==> src/rtl/alu_rtl.sv <==
// ---------------------------------------------------------------------------
// alu_rtl -- 8-bit registered ALU (datapath leaf).
//
// A purely combinational decode selects one of three operation groups
// (arithmetic, bitwise logic, single-bit shift/rotate) and the chosen
// value is captured in one 8-bit output register on each rising clock
// edge. There is no handshake: a new operation is accepted every cycle
// and its result is visible one cycle later.
//
// Ports:
//   clk                 in   1  system clock, rising-edge active
//   rst                 in   1  synchronous active-high reset (final_result <= 0)
//   a                   in   8  operand A
//   b                   in   8  operand B
//   cin                 in   1  carry-in, arithmetic group only
//   select              in   3  operation group select
//   select_Calculation  in   2  arithmetic sub-op (select = 000)
//   select_Logic        in   2  logic sub-op (select = 001)
//   final_result        out  8  registered result
//
// The result port is named final_result because "final" is a reserved
// word in SystemVerilog.
// ---------------------------------------------------------------------------
module alu_rtl (
    input  logic       clk,
    input  logic       rst,
    input  logic [7:0] a,
    input  logic [7:0] b,
    input  logic       cin,
    input  logic [2:0] select,
    input  logic [1:0] select_Calculation,
    input  logic [1:0] select_Logic,
    output logic [7:0] final_result
);

    typedef enum logic [2:0] {
        GRP_ARITH = 3'b000,
        GRP_LOGIC = 3'b001,
        GRP_SHL   = 3'b010,
        GRP_SHR   = 3'b011,
        GRP_ASR   = 3'b100,
        GRP_ROL   = 3'b101,
        GRP_RSV6  = 3'b110,
        GRP_RSV7  = 3'b111
    } op_group_t;

    typedef enum logic [1:0] {
        CALC_ADD = 2'b00,
        CALC_SUB = 2'b01,
        CALC_INC = 2'b10,
        CALC_DEC = 2'b11
    } calc_op_t;

    typedef enum logic [1:0] {
        LOG_AND = 2'b00,
        LOG_OR  = 2'b01,
        LOG_XOR = 2'b10,
        LOG_NOT = 2'b11
    } logic_op_t;

    op_group_t  grp;
    calc_op_t   calc_op;
    logic_op_t  logic_op;

    logic [7:0] arith_operand;
    logic [8:0] arith_sum;
    logic [7:0] arith_res;
    logic [7:0] logic_res;
    logic [7:0] shift_res;
    logic [7:0] next_result;

    assign grp      = op_group_t'(select);
    assign calc_op  = calc_op_t'(select_Calculation);
    assign logic_op = logic_op_t'(select_Logic);

    // All four arithmetic sub-ops share one 9-bit adder: only the second
    // operand changes (b, ~b, 0, all-ones); cin always enters as carry-in.
    always_comb begin
        arith_operand = '0;
        case (calc_op)
            CALC_ADD: arith_operand = b;
            CALC_SUB: arith_operand = ~b;
            CALC_INC: arith_operand = '0;
            CALC_DEC: arith_operand = '1;
            default:  arith_operand = '0;
        endcase
    end

    // Carry-out (bit 8) is intentionally dropped; results wrap modulo 256.
    assign arith_sum = {1'b0, a} + {1'b0, arith_operand} + {8'b0, cin};
    assign arith_res = arith_sum[7:0];

    always_comb begin
        logic_res = '0;
        case (logic_op)
            LOG_AND: logic_res = a & b;
            LOG_OR:  logic_res = a | b;
            LOG_XOR: logic_res = a ^ b;
            LOG_NOT: logic_res = ~a;
            default: logic_res = '0;
        endcase
    end

    always_comb begin
        shift_res = '0;
        case (grp)
            GRP_SHL: shift_res = {a[6:0], 1'b0};
            GRP_SHR: shift_res = {1'b0, a[7:1]};
            GRP_ASR: shift_res = {a[7], a[7:1]};
            GRP_ROL: shift_res = {a[6:0], a[7]};
            default: shift_res = '0;
        endcase
    end

    always_comb begin
        next_result = '0;
        case (grp)
            GRP_ARITH: next_result = arith_res;
            GRP_LOGIC: next_result = logic_res;
            GRP_SHL,
            GRP_SHR,
            GRP_ASR,
            GRP_ROL:   next_result = shift_res;
            GRP_RSV6,
            GRP_RSV7:  next_result = '0;
            default:   next_result = '0;
        endcase
    end

    always_ff @(posedge clk) begin
        if (rst) begin
            final_result <= '0;
        end else begin
            final_result <= next_result;
        end
    end

endmodule

==> config.mk <==
export PLATFORM = sky130hd
export DESIGN_NAME = alu_rtl
export DESIGN_NICKNAME = d
export VERILOG_FILES = /design/src/rtl/alu_rtl.sv
export SDC_FILE = /design/constraint.sdc
export NUM_CORES = 1
export LEC_CHECK = 0
export CORE_MARGIN = 2
export CORE_UTILIZATION = 50
export DETAILED_ROUTE_END_ITERATION = 7
export HOLD_SLACK_MARGIN = 0.02
export MAX_ROUTING_LAYER = met4
export PLACE_DENSITY = 0.75
export SLEW_MARGIN = 20
export SYNTH_ARGS = -nofsm -noshare
export SYNTH_HDL_FRONTEND = slang
export SYNTH_SLANG_ARGS = --single-unit
==> constraint.sdc <==
create_clock -name clk -period 2.65 [get_ports clk]
set_input_delay 0.265 -clock clk [delete_from_list [all_inputs] [get_ports clk]]
set_output_delay 0.265 -clock clk [all_outputs]
set_load 0.02 [all_outputs]
Yosys cells after proc, flatten, opt, wreduce, memory -nomap -nowiden
Cells that the tools add are included.
W data, S select, Z words.

word-level totals
  input port bits = 26
  bits in registers = 8
  logic and storage cells = 30

cells by class
  bitwise logic cells = 5
  muxes and demuxes = 4
  reductions and logical operators = 5
  equality and inequality tests = 13
  add/subtract/negate cells = 2

operator list
  cell                  count
  $pmux W8 S4           4
  $not A8 Y8            2
  $eq A3 B3 Y1 const B  4
  $add A8 B1 Y8         1
  $add A8 B8 Y8         1
  $and A8 B8 Y8         1
  $eq A2 B2 Y1 const B  4
  $or A8 B8 Y8          1
  $xor A8 B8 Y8         1
  $eq A3 B2 Y1 const B  2
  $eq A2 B1 Y1 const B  2
  $logic_not A2 Y1      2
  $reduce_or A4 Y1      1
  $eq A3 B1 Y1 const B  1
  $logic_not A3 Y1      1
  $reduce_or A2 Y1      1

Depth between registers and ports, before layout
  depth after elaboration = 5
  depth in mapped cells = 10
  mapped depth without buffers = 10

Least setup slack after synthesis
Ideal clock, no wire load.

  path type = input to register
  start = in select_Calculation[0]
  end = reg final_result[6]
  setup time = 0.131 ns
  slack = 0.534 ns
  cell stages on the path = 9
  data arrival time = 1.985 ns
  cell sequence = buf_2 -> xnor2_1 -> fa_1 -> fa_1 -> nor2b_1 -> o31a_1 -> o22ai_1 -> xor2_1 -> o32ai_1

on the way
  cells in the longest elaborated chain, start to end = 5
  elaborated cells on any way between the ends = 8
  classes of those cells = add/sub: 2; eq/ne: 3; mux: 2; reduce/logical: 1

ends and longest elaborated chain
  item                                        line  source
  start, declared                             31    input logic [1:0] select_Calculation,
  $eq A2 B2 Y1, or another cell as far along  80    case (calc_op)
  $pmux W8 S4 (*)                             80
  $add A8 B8 Y8 (*)                           90    assign arith_sum = {1'b0, a} + {1'b0, arith_operand} + {8'b0, cin};
  $add A8 B1 Y8 (*)                           90
  $pmux W8 S4 (*)                             117   case (grp)
  end signal, assigned                        134   final_result <= next_result;
  end, declared                               33    output logic [7:0] final_result

Every way passes the cells marked *; elsewhere a longest branch is shown, timed or not.
A chain may end at the register's enable or synchronous reset.

Worst setup path after layout
  start = in select_Calculation[1]
  end = reg final_result[4]

The elaborated chain is that of the path after synthesis.

==> results.py <==
metrics = {
    "cts": {
        "cts_root_buffer": "clkbuf_4",
        "path_clk_slew_ns": 0.05,
        "cts_setup_buffers": 0,
        "cts_tree": "built",
        "clk_path_buf_depth": 2,
        "ctsHoldBuffers": 0,
        "cts.repair.resized": 0,
        "htree_levels": 1,
        "cts_num_sinks": 8,
        "cts_buffers": 3,
    },
    "yosys": {
        "ys.flop_type": "dfxtp_1",
        "syn_nets": 238,
        "synth_cell_types": 42,
        "yosys_warnings": 0,
        "yosysTopAreaCell": "ha_1",
        "synth_common_cells": "29 x inv_1, 22 x ha_1, 11 x nor2_1, 11 x o21ai_0",
        "synth_area_per_cell_sq_um": 8.05,
        "synth_edf_count": 0,
        "syn-instance-count": 188,
        "yosysSeqAreaShare_pct": 10.6,
        "yosysMostFrequentCell": "inv_1",
        "ys_async_sr_fraction_pct": 0,
        "yosys-top-cells-area": "ha_1 18%, dfxtp_1 11%, mux4_2 10%",
        "ys_ff_latch": 8,
        "yosysTopAreaCellShare_pct": 18.2,
        "syn_area_sq_um": 1510,
    },
    "finish": {
        "reg_top3": "final_result (8)",
        "nNetsFinal": 276,
        "antennaDiodeCount": 0,
        "final_layout_size_suffix_gt1_share_pct": 12.1,
        "largest_reg_flops": 8,
        "fin_util_pct": 68.8,
        "largest_register": "final_result",
        "syn_to_final_growth_pct": 27.4,
    },
    "global_routing": {
        "grt_pass1_vias": 1453,
        "grtUsageMet2_pct": 41.9,
        "track_usage_pct": 24.7,
        "antenna_found_initial": 0,
        "grt_start_max_net_pins": 17,
        "met1_usage_pct": 31.2,
        "use_met3_pct": 3.28,
        "grt_pass1_wl_um": 6430,
        "busiest_layer": "met2",
        "grt_overflow_total": 0,
    },
    "setup_path": {
        "crit_buf_inv": 1,
        "crit_top_cell": "fa_1",
        "critPathMaxStageDelay_ns": 0.57,
        "cp.required_ns": 2.78,
        "cp_top_family": "adder cells",
        "cp.arrival_ns": 2.65,
        "crit_slowest_cell": "clkdlybuf4s50_1",
        "path_cells": "clkdlybuf4s50_1 > nor2_1 > xnor2_1 > fa_1 > fa_1 > nor2b_1 > o31a_1 > a22oi_1 > o21ai_0 > a21oi_1",
        "critPathCaptureType": "flop",
        "critPathKind": "in -> reg",
        "crit_fanout": 5,
        "cp-start-kind": "input pin",
    },
    "power_and_ir_drop": {
        "power.leakage_nw": 0.850,
        "power_density_nw_per_um2": 301,
        "power_w": 0.000582,
        "ir_drop_v": 0.000138,
    },
    "placement": {
        "dp_slack_ns": -0.108,
        "port_buffers": 33,
        "hpwl_um": 3310,
        "gp_congestion": 0.834,
    },
    "timing": {
        "max_freq_mhz": 397,
        "period_needed_ns": 2.52,
        "rsz0062_at_grt": "no",
        "fin_crit_sh_pct": 95.1,
        "worst_pin_slew_ns": 0.492,
        "fin_ws_ns": 0.131,
        "slew_headroom_pct": 67.1,
        "finalSetupViolations": 0,
        "hold_violations": 0,
        "hold_slack_ns": 0.796,
        "maxSlewViolCount": 0,
        "fin_tns_setup_ns": 0,
    },
    "floorplanning": {
        "die_w_um": 59.0,
        "start_util_pct": 54.0,
        "io_pins": 34,
        "rows": 19,
        "coreArea_sq_um": 2810,
        "dieHeight_um": 59.0,
        "die-area_sq_um": 3480,
    },
    "route": {
        "wirelength_um": 3930,
        "route.detailed.drc": 0,
        "drtIter0Drc": 102,
        "wl_per_cell_um": 15.4,
        "drt_first_pass_iters": 5,
        "vias": 1539,
        "viasPerCell": 6.04,
        "drtAntennaViolNets": 0,
    },
    "worst_hold_path": {
        "hp-class": "in -> reg",
    },
    "status": {
        "status": "completed",
    },
    "flow_run": {
        "max_cap_violations": 0,
    },
}
-- per-stage QoR --
| step | area [sq um] | cells |
|---|---|---|
| floorplan | 1510 | 188 |
| global placement | 1910 | 252 |
| detailed placement | 1910 | 252 |
| CTS | 1930 | 255 |
| global route | 1930 | 255 |
| finish | 1930 | 255 |
-- routing by layer --
layer / up-vias / routed length (um)
met2: 82 / 1960
met1: 710 / 1610
met4: 0 / 61
met3: 7 / 291
met5: - / 0
li1: 740 / -
-- worst min-delay path: cells and delay by family --
kind	cells	cell delay (ns)
buf+inv	1	0.51
compound gates	2	0.22
-- cell usage in the layout (no fill, tap or decap), types with 4 or more instances in the layout --
master	instances
clkdlybuf4s50_1	33
inv_1	29
ha_1	22
nor2_1	11
o21ai_0	11
buf_4	11
xnor2_1	10
a21oi_1	10
dfxtp_1	8
nand2b_1	7
mux4_2	7
o22ai_1	7
nand2_1	7
nor2b_1	5
o21a_1	5
mux2i_1	4
-- cells by family (layout without fill, tap and decap cells) --
group / Yosys count / in the layout / synth area share (%)
compound gates: 51 / 51 / 23.0
simple gates: 42 / 42 / 14.5
buf+inv: 40 / 76 / 11.1
fa+ha+maj: 24 / 24 / 20.8
xor+xnor: 12 / 12 / 6.94
mux: 11 / 11 / 13.1
flops: 8 / 8 / 10.6
-- final cells by class --
cell class                      instances  area, sq um
Clock buffer                            3         22.5
Fill cell                             247          876
Inverter                               29          109
Multi-Input combinational cell        140         1190
Sequential cell                         8          160
Tap cell                               31         38.8
Timing Repair Buffer                   44          413
-- path summary, 6_finish.rpt --
path	start	to	slack (ns)	cells past startpoint
worst max-delay path	select_Calculation[1]	final_result[4]	0.13	10
worst min-delay path	a[1]	final_result[0]	0.80	3
-- where the power goes --
group / internal, W / total, W / switching [W]
registers: 0.000131 / 0.000134 / 0.00000293
clock network: 0.0000519 / 0.0000949 / 0.0000430
logic: 0.000181 / 0.000353 / 0.000172
total: 0.000364 / 0.000582 / 0.000218
(Power assumes the default switching activity.)
